--- src/rtl/bignum_operand_bank.sv ---
// ---------------------------------------------------------------------------
// bignum_operand_bank
//
// Holds the two multi-word operands (A and B) of the RSA datapath. It answers
// the comparator's read interface and is loaded through a streaming write
// port, least-significant word first.
//
// Ports
//   CLK, RST_N        clock (posedge) and asynchronous active-low reset
//   clear_start       pulse: zero both banks, one word per cycle
//   clear_done        one-cycle pulse once the last word has been cleared
//   wr_valid/wr_ready write handshake; a word is taken when both are high
//   wr_sel            0 = operand A, 1 = operand B (sampled on the first word)
//   wr_data, wr_last  write word and end-of-operand marker
//   load_done         one-cycle pulse after the last word is taken
//   overflow          sticky: a word past DEPTH-1 was dropped
//   top_index_a/b     index of the highest nonzero word of the last load
//   busy              high whenever the bank is not idle
//   data_r_en         read request
//   data_addr         read word index (full 32-bit range check)
//   read_data1/2      registered words of operand A / operand B
// ---------------------------------------------------------------------------
module bignum_operand_bank #(
  parameter int DATA_WIDTH = 32,
  parameter int DEPTH      = 64
) (
  input  logic                  CLK,
  input  logic                  RST_N,
  input  logic                  clear_start,
  output logic                  clear_done,
  input  logic                  wr_valid,
  output logic                  wr_ready,
  input  logic                  wr_sel,
  input  logic [DATA_WIDTH-1:0] wr_data,
  input  logic                  wr_last,
  output logic                  load_done,
  output logic                  overflow,
  output logic [31:0]           top_index_a,
  output logic [31:0]           top_index_b,
  output logic                  busy,
  input  logic                  data_r_en,
  input  logic [31:0]           data_addr,
  output logic [DATA_WIDTH-1:0] read_data1,
  output logic [DATA_WIDTH-1:0] read_data2
);

  localparam int AW = (DEPTH > 1) ? $clog2(DEPTH) : 1;

  localparam logic [1:0] S_IDLE  = 2'd0;
  localparam logic [1:0] S_LOAD  = 2'd1;
  localparam logic [1:0] S_CLEAR = 2'd2;

  // One extra bit so the write pointer can sit at DEPTH once the bank is full.
  localparam logic [AW:0]   DEPTH_W   = (AW + 1)'(DEPTH);
  localparam logic [AW-1:0] LAST_ADDR = AW'(DEPTH - 1);

  logic [1:0]            state;
  logic [AW:0]           waddr;
  logic [AW-1:0]         caddr;
  logic                  sel_q;

  logic [DATA_WIDTH-1:0] bank_a [DEPTH];
  logic [DATA_WIDTH-1:0] bank_b [DEPTH];

  logic                  take;
  logic                  in_range;
  logic                  we_a;
  logic                  we_b;
  logic [AW-1:0]         widx;
  logic [DATA_WIDTH-1:0] wdata;

  logic                  rd_in_range;
  logic [AW-1:0]         rd_idx;
  logic [DATA_WIDTH-1:0] rd_a_p1;
  logic [DATA_WIDTH-1:0] rd_b_p1;

  assign wr_ready = (state != S_CLEAR);
  assign busy     = (state != S_IDLE);

  // A clear request in IDLE pre-empts a word offered in the same cycle, so
  // that word is not taken even though wr_ready is high.
  assign take     = wr_valid && wr_ready && !((state == S_IDLE) && clear_start);
  assign in_range = (waddr < DEPTH_W);

  assign rd_in_range = (data_addr < 32'(DEPTH));
  assign rd_idx      = data_addr[AW-1:0];

  assign read_data1 = rd_a_p1;
  assign read_data2 = rd_b_p1;

  // Single write port shared by the loader and the clear engine.
  always_comb begin
    we_a  = 1'b0;
    we_b  = 1'b0;
    widx  = '0;
    wdata = '0;
    case (state)
      S_IDLE: begin
        if (take) begin
          wdata = wr_data;
          we_a  = !wr_sel;
          we_b  = wr_sel;
        end
      end
      S_LOAD: begin
        if (take && in_range) begin
          widx  = waddr[AW-1:0];
          wdata = wr_data;
          we_a  = !sel_q;
          we_b  = sel_q;
        end
      end
      S_CLEAR: begin
        widx = caddr;
        we_a = 1'b1;
        we_b = 1'b1;
      end
      default: ;
    endcase
  end

  // Bank storage: no reset, contents are only defined after a clear.
  always_ff @(posedge CLK) begin
    if (we_a) bank_a[widx] <= wdata;
  end

  always_ff @(posedge CLK) begin
    if (we_b) bank_b[widx] <= wdata;
  end

  // Control state machine.
  always_ff @(posedge CLK or negedge RST_N) begin
    if (!RST_N) begin
      state       <= S_IDLE;
      waddr       <= '0;
      caddr       <= '0;
      sel_q       <= 1'b0;
      load_done   <= 1'b0;
      clear_done  <= 1'b0;
      overflow    <= 1'b0;
      top_index_a <= '0;
      top_index_b <= '0;
    end else begin
      load_done  <= 1'b0;
      clear_done <= 1'b0;
      case (state)
        S_IDLE: begin
          if (clear_start) begin
            state <= S_CLEAR;
            caddr <= '0;
          end else if (take) begin
            // First word always lands at index 0, so the top index restarts at 0.
            sel_q    <= wr_sel;
            overflow <= 1'b0;
            if (wr_sel) top_index_b <= '0;
            else        top_index_a <= '0;
            if (wr_last) begin
              load_done <= 1'b1;
              waddr     <= '0;
            end else begin
              state <= S_LOAD;
              waddr <= (AW + 1)'(1);
            end
          end
        end
        S_LOAD: begin
          if (take) begin
            if (in_range) begin
              // Indices only grow within a load, so the latest nonzero wins.
              if (|wr_data) begin
                if (sel_q) top_index_b <= 32'(waddr);
                else       top_index_a <= 32'(waddr);
              end
              waddr <= waddr + 1'b1;
            end else begin
              overflow <= 1'b1;
            end
            if (wr_last) begin
              load_done <= 1'b1;
              state     <= S_IDLE;
              waddr     <= '0;
            end
          end
        end
        S_CLEAR: begin
          caddr <= caddr + 1'b1;
          if (caddr == LAST_ADDR) begin
            clear_done  <= 1'b1;
            top_index_a <= '0;
            top_index_b <= '0;
            caddr       <= '0;
            state       <= S_IDLE;
          end
        end
        default: state <= S_IDLE;
      endcase
    end
  end

  // ---- stage p1: registered read, old word returned on a same-index write ----
  always_ff @(posedge CLK or negedge RST_N) begin
    if (!RST_N) begin
      rd_a_p1 <= '0;
      rd_b_p1 <= '0;
    end else if (data_r_en) begin
      if (rd_in_range) begin
        rd_a_p1 <= bank_a[rd_idx];
        rd_b_p1 <= bank_b[rd_idx];
      end else begin
        rd_a_p1 <= '0;
        rd_b_p1 <= '0;
      end
    end
  end

endmodule

--- config.mk ---
export PLATFORM = sky130hd
export DESIGN_NAME = bignum_operand_bank
export DESIGN_NICKNAME = d
export VERILOG_FILES = /design/src/rtl/bignum_operand_bank.sv
export SDC_FILE = /design/constraint.sdc
export NUM_CORES = 2
export LEC_CHECK = 0
export CORE_MARGIN = 3
export CORE_UTILIZATION = 60
export CTS_CLUSTER_SIZE = 40
export DETAILED_ROUTE_END_ITERATION = 12
export GPL_ROUTABILITY_DRIVEN = 0
export GPL_TIMING_DRIVEN = 1
export PLACE_DENSITY = 0.74
export SLEW_MARGIN = 30
export SYNTH_ARGS = -nofsm -noshare
export SYNTH_HDL_FRONTEND = slang
export SYNTH_SLANG_ARGS = --single-unit
--- constraint.sdc ---
create_clock -name CLK -period 7.8 [get_ports CLK]
set_input_delay 2.34 -clock CLK [delete_from_list [all_inputs] [get_ports CLK]]
set_output_delay 2.34 -clock CLK [all_outputs]
set_load 0.05 [all_outputs]
**Word-level counts from Yosys, hierarchy flattened**

Memory sizes are Yosys's and may differ from the RTL's.
Cells that the tools add are included.

- Add/sub/neg operators: 2
- $lt $le $gt $ge: 2
- Equal/unequal tests: 20
- Muxes and demuxes: 62
- Bitwise operators: 1
- Reduce and logical (&&, ||, !) cells: 20

Operators with widths:

| kind | number |
|---|---|
| 32-bit two-way mux | 19 |
| 32-bit one-hot mux with 3 select lines | 2 |
| 32-bit one-hot mux with 2 select lines | 1 |
| 7-bit two-way mux | 5 |
| 32-bit by 7-bit less-than comparator with 1-bit output, second input constant | 1 |
| 32-bit OR reduction | 1 |
| 2-bit inequality test, second input constant | 14 |
| 6-bit one-hot mux with 2 select lines | 2 |
| 1-bit two-way mux | 18 |
| 6-bit two-way mux | 3 |
| 9-bit AND reduction | 2 |
| 5-bit AND reduction | 3 |
| 7-bit one-hot mux with 2 select lines | 1 |
| 2-bit two-way mux | 6 |
| 3-bit inequality test, second input constant | 3 |
| 7-bit by 1-bit adder with 7-bit output, second input constant | 1 |
| 7-bit less-than comparator, second input constant | 1 |
| 6-bit by 1-bit adder with 6-bit output, second input constant | 1 |
| 6-bit == test, second input constant | 1 |
| 1-bit one-hot mux with 3 select lines | 2 |
| 2-bit one-hot mux with 3 select lines | 1 |
| 2-bit nonzero test | 3 |
| 1-bit logical AND | 4 |
| 1-bit one-hot mux with 2 select lines | 2 |
| other kinds (8) | 10 |

- Bits in registers: 147
- Bits in writable memories: 4,096
- Input bits: 71
- Output and inout port bits: 133
- Logic and storage cells: 120
- Memories: 2

Memory list:

| memory | words | bits a word | rd ports | clocked after memory_dff | wr ports | RTL line | text |
|---|---|---|---|---|---|---|---|
| bank_a | 64 | 32 | 1 | 0 | 1 | 62 | `logic [DATA_WIDTH-1:0] bank_a [DEPTH];` |
| bank_b | 64 | 32 | 1 | 0 | 1 | 63 | `logic [DATA_WIDTH-1:0] bank_b [DEPTH];` |

**Logic depth before layout (Yosys ltp)**

- Depth after elaboration: 9
- Gate-level depth with buffers: 11
- Mapped depth without buffers: 8

**Worst setup path after synthesis**

Ideal clock, no wire load.

- Path type: in2reg
- Start: input port clear_start
- End: memory bank_a[0][0] (data pin)
- Library setup time: 0.825 ns
- Arrival: 6.364 ns
- Data required time: 6.975 ns
- Slack: 0.611 ns
- Stages: 7
- Buffers on the path: 3
- Cell sequence: buf_6 -> a21oi_2 -> and2_1 -> buf_4 -> a21oi_1 -> clkbuf_1 -> nor2b_1

- Cells in the longest elaborated chain, start to end: 6
- Elaborated cells between the ends (all ways): 7
- Those cells by class: mux: 3; reduce/logical: 4

Ends and longest elaborated chain:

| item | RTL line | text |
|---|---|---|
| start: declaration | 29 | `input logic clear_start,` |
| 1-bit logical AND (*) | 82 | `assign take = wr_valid && wr_ready && !((state == S_IDLE) && clear_start);` |
| 1-bit zero test (*) | 82 |  |
| 1-bit logical AND (*) | 82 |  |
| 1-bit logical AND | 106 | `if (take && in_range) begin` |
| 32-bit two-way mux | 106 |  |
| 32-bit one-hot mux with 2 select lines (*) | 97 | `case (state)` |
| via wdata[0] | 70 | `logic [DATA_WIDTH-1:0] wdata;` |
| end: declaration | 62 |  |

Mark *: on every way through the listed nets, which the timed path passes. The rest lies on a longest branch.

**Final worst setup path**

- Start: input port clear_start
- End: memory bank_a[13][29] (enable)

- Cells in the longest elaborated chain, start to end: 8
- Elaborated cells between the ends (all ways): 11
- Those cells by class: mux: 7; reduce/logical: 4

Ends and longest elaborated chain:

| item | RTL line | text |
|---|---|---|
| 1-bit logical AND (*) | 82 |  |
| 1-bit zero test (*) | 82 |  |
| 1-bit logical AND (*) | 82 |  |
| 1-bit logical AND | 106 |  |
| 1-bit two-way mux | 106 |  |
| 1-bit one-hot mux with 3 select lines | 97 |  |
| 1-bit two-way mux | 124 | `if (we_a) bank_a[widx] <= wdata;` |
| 1-bit two-way mux (implied by the code) | 124 |  |

Every way passes the cells marked *; elsewhere a longest branch is shown, timed or not.

==> flow_metrics.py <==
metrics = {
    "worst_setup_path": {
        "reg2reg_slack_ps": 3060,
        "path_cells": "clkdlybuf4s50_1 -> a21oi_2 -> and2_1 -> a31oi_1 -> nor2_1 -> nand2_1 -> nor2_4 -> buf_4",
        "setup.worst_path.end_class": "flop",
        "r2r-end": "bank_a[13][29]$_DFFE_PP_",
        "critPathLaunch": "clear_start",
        "critical_path_required_ps": 8460,
        "worst-path-max-fanout": 21,
        "critPathBufInv": 2,
        "cp_top_family": "simple AND/OR/NAND/NOR gates",
        "slowest_stage": "nor2_4",
        "regToRegStartpoint": "state[0]$_DFFE_PN0P_",
        "startpoint_type": "primary input",
        "worstPathArrival_ps": 6480,
        "path_class": "primary input to flop",
        "r2r_cells": 9,
        "max_stage_delay_ps": 970,
    },
    "timing": {
        "finalClockSkew_ps": 46.72,
        "min_period_ps": 5820,
        "slew-limit-headroom_pct": 25.76,
        "worst-slew-pin-transition_ps": 1114,
        "drv_slew": 0,
        "fin_setup_tns_ps": 0,
        "setup_violations": 0,
        "period_share_pct": 74.62,
        "max_clock_freq_ghz": 0.1718,
        "rsz0062_at_grt": "no",
        "fin_ws_ps": 1980,
        "hold_viol": 0,
    },
    "routing": {
        "drc_errors": 0,
        "ant_nets": 0,
        "viasPerCell": 7.034,
        "first_pass_iters": 8,
        "wl_per_cell_um": 38.91,
        "routed_wl_um": 439200,
        "drtIter0Drc": 13315,
        "vias": 79392,
    },
    "synthesis": {
        "ys_seq_area_share_pct": 78.25,
        "synth_cell_type_count": 61,
        "yosysWarnings": 0,
        "ys_top_cells_by_area": "edfxtp_1 (77%), mux4_2 (16%), dfrtp_1 (1.5%)",
        "synthFlopType": "edfxtp_1",
        "netlist_area_um2": 160300,
        "synth.most_common_cell": "edfxtp_1",
        "synth_commonest_cells": "edfxtp_1 (4096), mux4_2 (1150), nand2_1 (222)",
        "syn_avg_cell_area_um2": 23.25,
        "synth_top_area_cell": "edfxtp_1",
        "synth_top_area_share_pct": 76.74,
        "synth_cells": 6894,
        "synth-async-reset-ratio_pct": 2.313,
        "synth_edf_count": 4096,
        "yosys_register_bits": 4193,
    },
    "floorplanning": {
        "core-area_um2": 265600,
        "die_area_um2": 273400,
        "pin_count": 204,
        "initial_utilization_pct": 60.36,
        "chipHeight_um": 522.9,
        "dieWidth_um": 522.9,
        "rows": 189,
    },
    "run_status": {
        "status": "finished clean",
    },
    "cells_and_area": {
        "syn_to_final_growth_pct": 13.81,
        "final_util_pct": 68.69,
        "design_area_um2": 182400,
        "nets": 7496,
        "filler_cell_count": 15222,
        "drive_above_1_share_pct": 28.83,
    },
    "global_routing": {
        "grt_use_total_pct": 32.66,
        "grt_pass1_vias": 79187,
        "grt-ovfl-total": 0,
        "grt_pass1_wl_um": 619200,
        "antenna_found_initial": 33,
        "grt_max_degree": 129,
    },
    "clock_network": {
        "ctsHoldBuffers": 0,
        "cts_setup_buffers": 0,
        "cts_sinks": 4193,
        "h-tree-depth": 5,
        "clock_latency_ps": 970,
        "cts_buffers": 412,
        "root_buffer": "clkbuf_16",
        "clock_path_buffers": 4,
        "clk_pin_slew_ps": 60,
        "cts_tree": "done",
        "cts_resized": 0,
    },
    "placement": {
        "place_hpwl_um": 256300,
        "place_area_um2": 169200,
        "place_ws_ps": 1179,
        "placement.io_buffers": 153,
    },
    "run": {
        "max_cap_viol_count": 0,
    },
    "worst_hold_path": {
        "hp-start": "top_index_a[6]$_DFFE_PN0P_",
        "min-delay-path-class": "flop to flop",
        "hold_path_end": "top_index_a[6]$_DFFE_PN0P_",
        "min_delay_path_depth": 1,
    },
    "pwr": {
        "power_leakage_nw": 58.22,
        "vdd_ir_drop_max_mv": 0.3162,
        "clkPwrFrac_pct": 38.6,
        "p_comb_share_pct": 9.1,
        "switching_power_w": 0.01158,
        "intPower_w": 0.03812,
        "pwr-share-seq_pct": 52.3,
        "p_sw_share_pct": 23.29,
        "power_density_nw_per_um2": 272.4,
    },
}
[stage by stage]
step	instances	hold WS, ps	power (W)
after floorplan	6943	517.2	0.02879
after global placement	10487	474.5	0.03063
after detailed placement	10527	469.8	0.03088
after CTS	11265	494.7	0.04974
after global routing	11277	510.6	0.05081
final	11287	488.5	0.04969
[worst reg2reg max path, cell delays in order, from the launching register on]
cell     delay [ps]
dfrtp_1         400
inv_1            80
ha_1            440
nor2b_4         260
and2_1          460
a31oi_1         270
nor2_1          480
nand2_1         710
nor2_4         1000
buf_4           340
[flip-flops by register name, indices dropped and copies added, names as in the netlist]
register	count
bank_a	2048
bank_b	2048
read_data1	32
read_data2	32
top_index_a	7
top_index_b	7
waddr	7
caddr	6
state	2
clear_done	1
load_done	1
overflow	1
sel_q	1
[routing by layer]
layer	part of all wire [%]	routed length (um)	vias to the layer above	GRT usage [%]
met4	6.9	30180	12	18.28
met2	48	209700	6269	50.18
met3	12	51740	1052	7.025
met1	34	147500	41682	44.52
li1	-	-	30377	-
met5	0.017	76	-	0
[layout make-up]
cell class	instances	area (um^2)	share of cell area [%]
sequential	4193	125400	68.76
multi-input combinational	2311	34040	18.66
clock buffer	549	11180	6.126
timing repair buffer	485	5564	3.050
tap	3533	4420	2.423
clock inverter	189	1697	0.9301
inverter	16	75.07	0.04115
antenna	11	27.53	0.01509
[worst max-delay path by stage]
stage	to	cells after the start
finish	bank_a[13][29]$_DFFE_PP_	8
global route	bank_a[13][20]$_DFFE_PP_	8
CTS	bank_a[13][4]$_DFFE_PP_	8
detailed placement	bank_a[13][4]$_DFFE_PP_	8
global placement	bank_b[60][3]$_DFFE_PP_	8
floorplan	bank_a[0][0]$_DFFE_PP_	7
[kinds of logic (layout without fill, tap and decap cells)]
family	Yosys count	after routing	share of synthesized area, %
AND/OR/NAND/NOR	585	585	1.661
AO/OA/AOI/OAI	438	438	1.923
XOR/XNOR	4	4	0.02186
other	1	61	0.002340
flip-flops	4193	4193	78.25
multiplexers	1228	1228	16.67
adder cells (fa/ha/maj)	6	6	0.04684
buffers and inverters	439	1239	1.422
[placed cells by master, fill, tap and decap left out, drive strengths merged, types with 30 or more instances in the layout]
cell type and count:
clkbuf 552, o21ai 42, dfrtp 97, a211oi 62, a22oi 135, buf 334, edfxtp 4096, nor2b 98
nand2 222, nor2 181, clkdlybuf4s50 148, bufinv 30, mux4 1150, a21oi 80, a32oi 61, mux2i 65
clkinv 140, o211ai 33, conb 50
[power groups by stage]
| stage | combinational (W) | clock (W) | sequential (W) |
|---|---|---|---|
| after floorplan | 0.00220 | 0 | 0.0266 |
| after global placement | 0.00421 | 0 | 0.0264 |
| after detailed placement | 0.00443 | 0 | 0.0264 |
| after CTS | 0.00446 | 0.0193 | 0.0260 |
| after global routing | 0.00466 | 0.0202 | 0.0260 |
| final | 0.00454 | 0.0192 | 0.0260 |
Note: power is estimated with default switching activity, not from simulation.
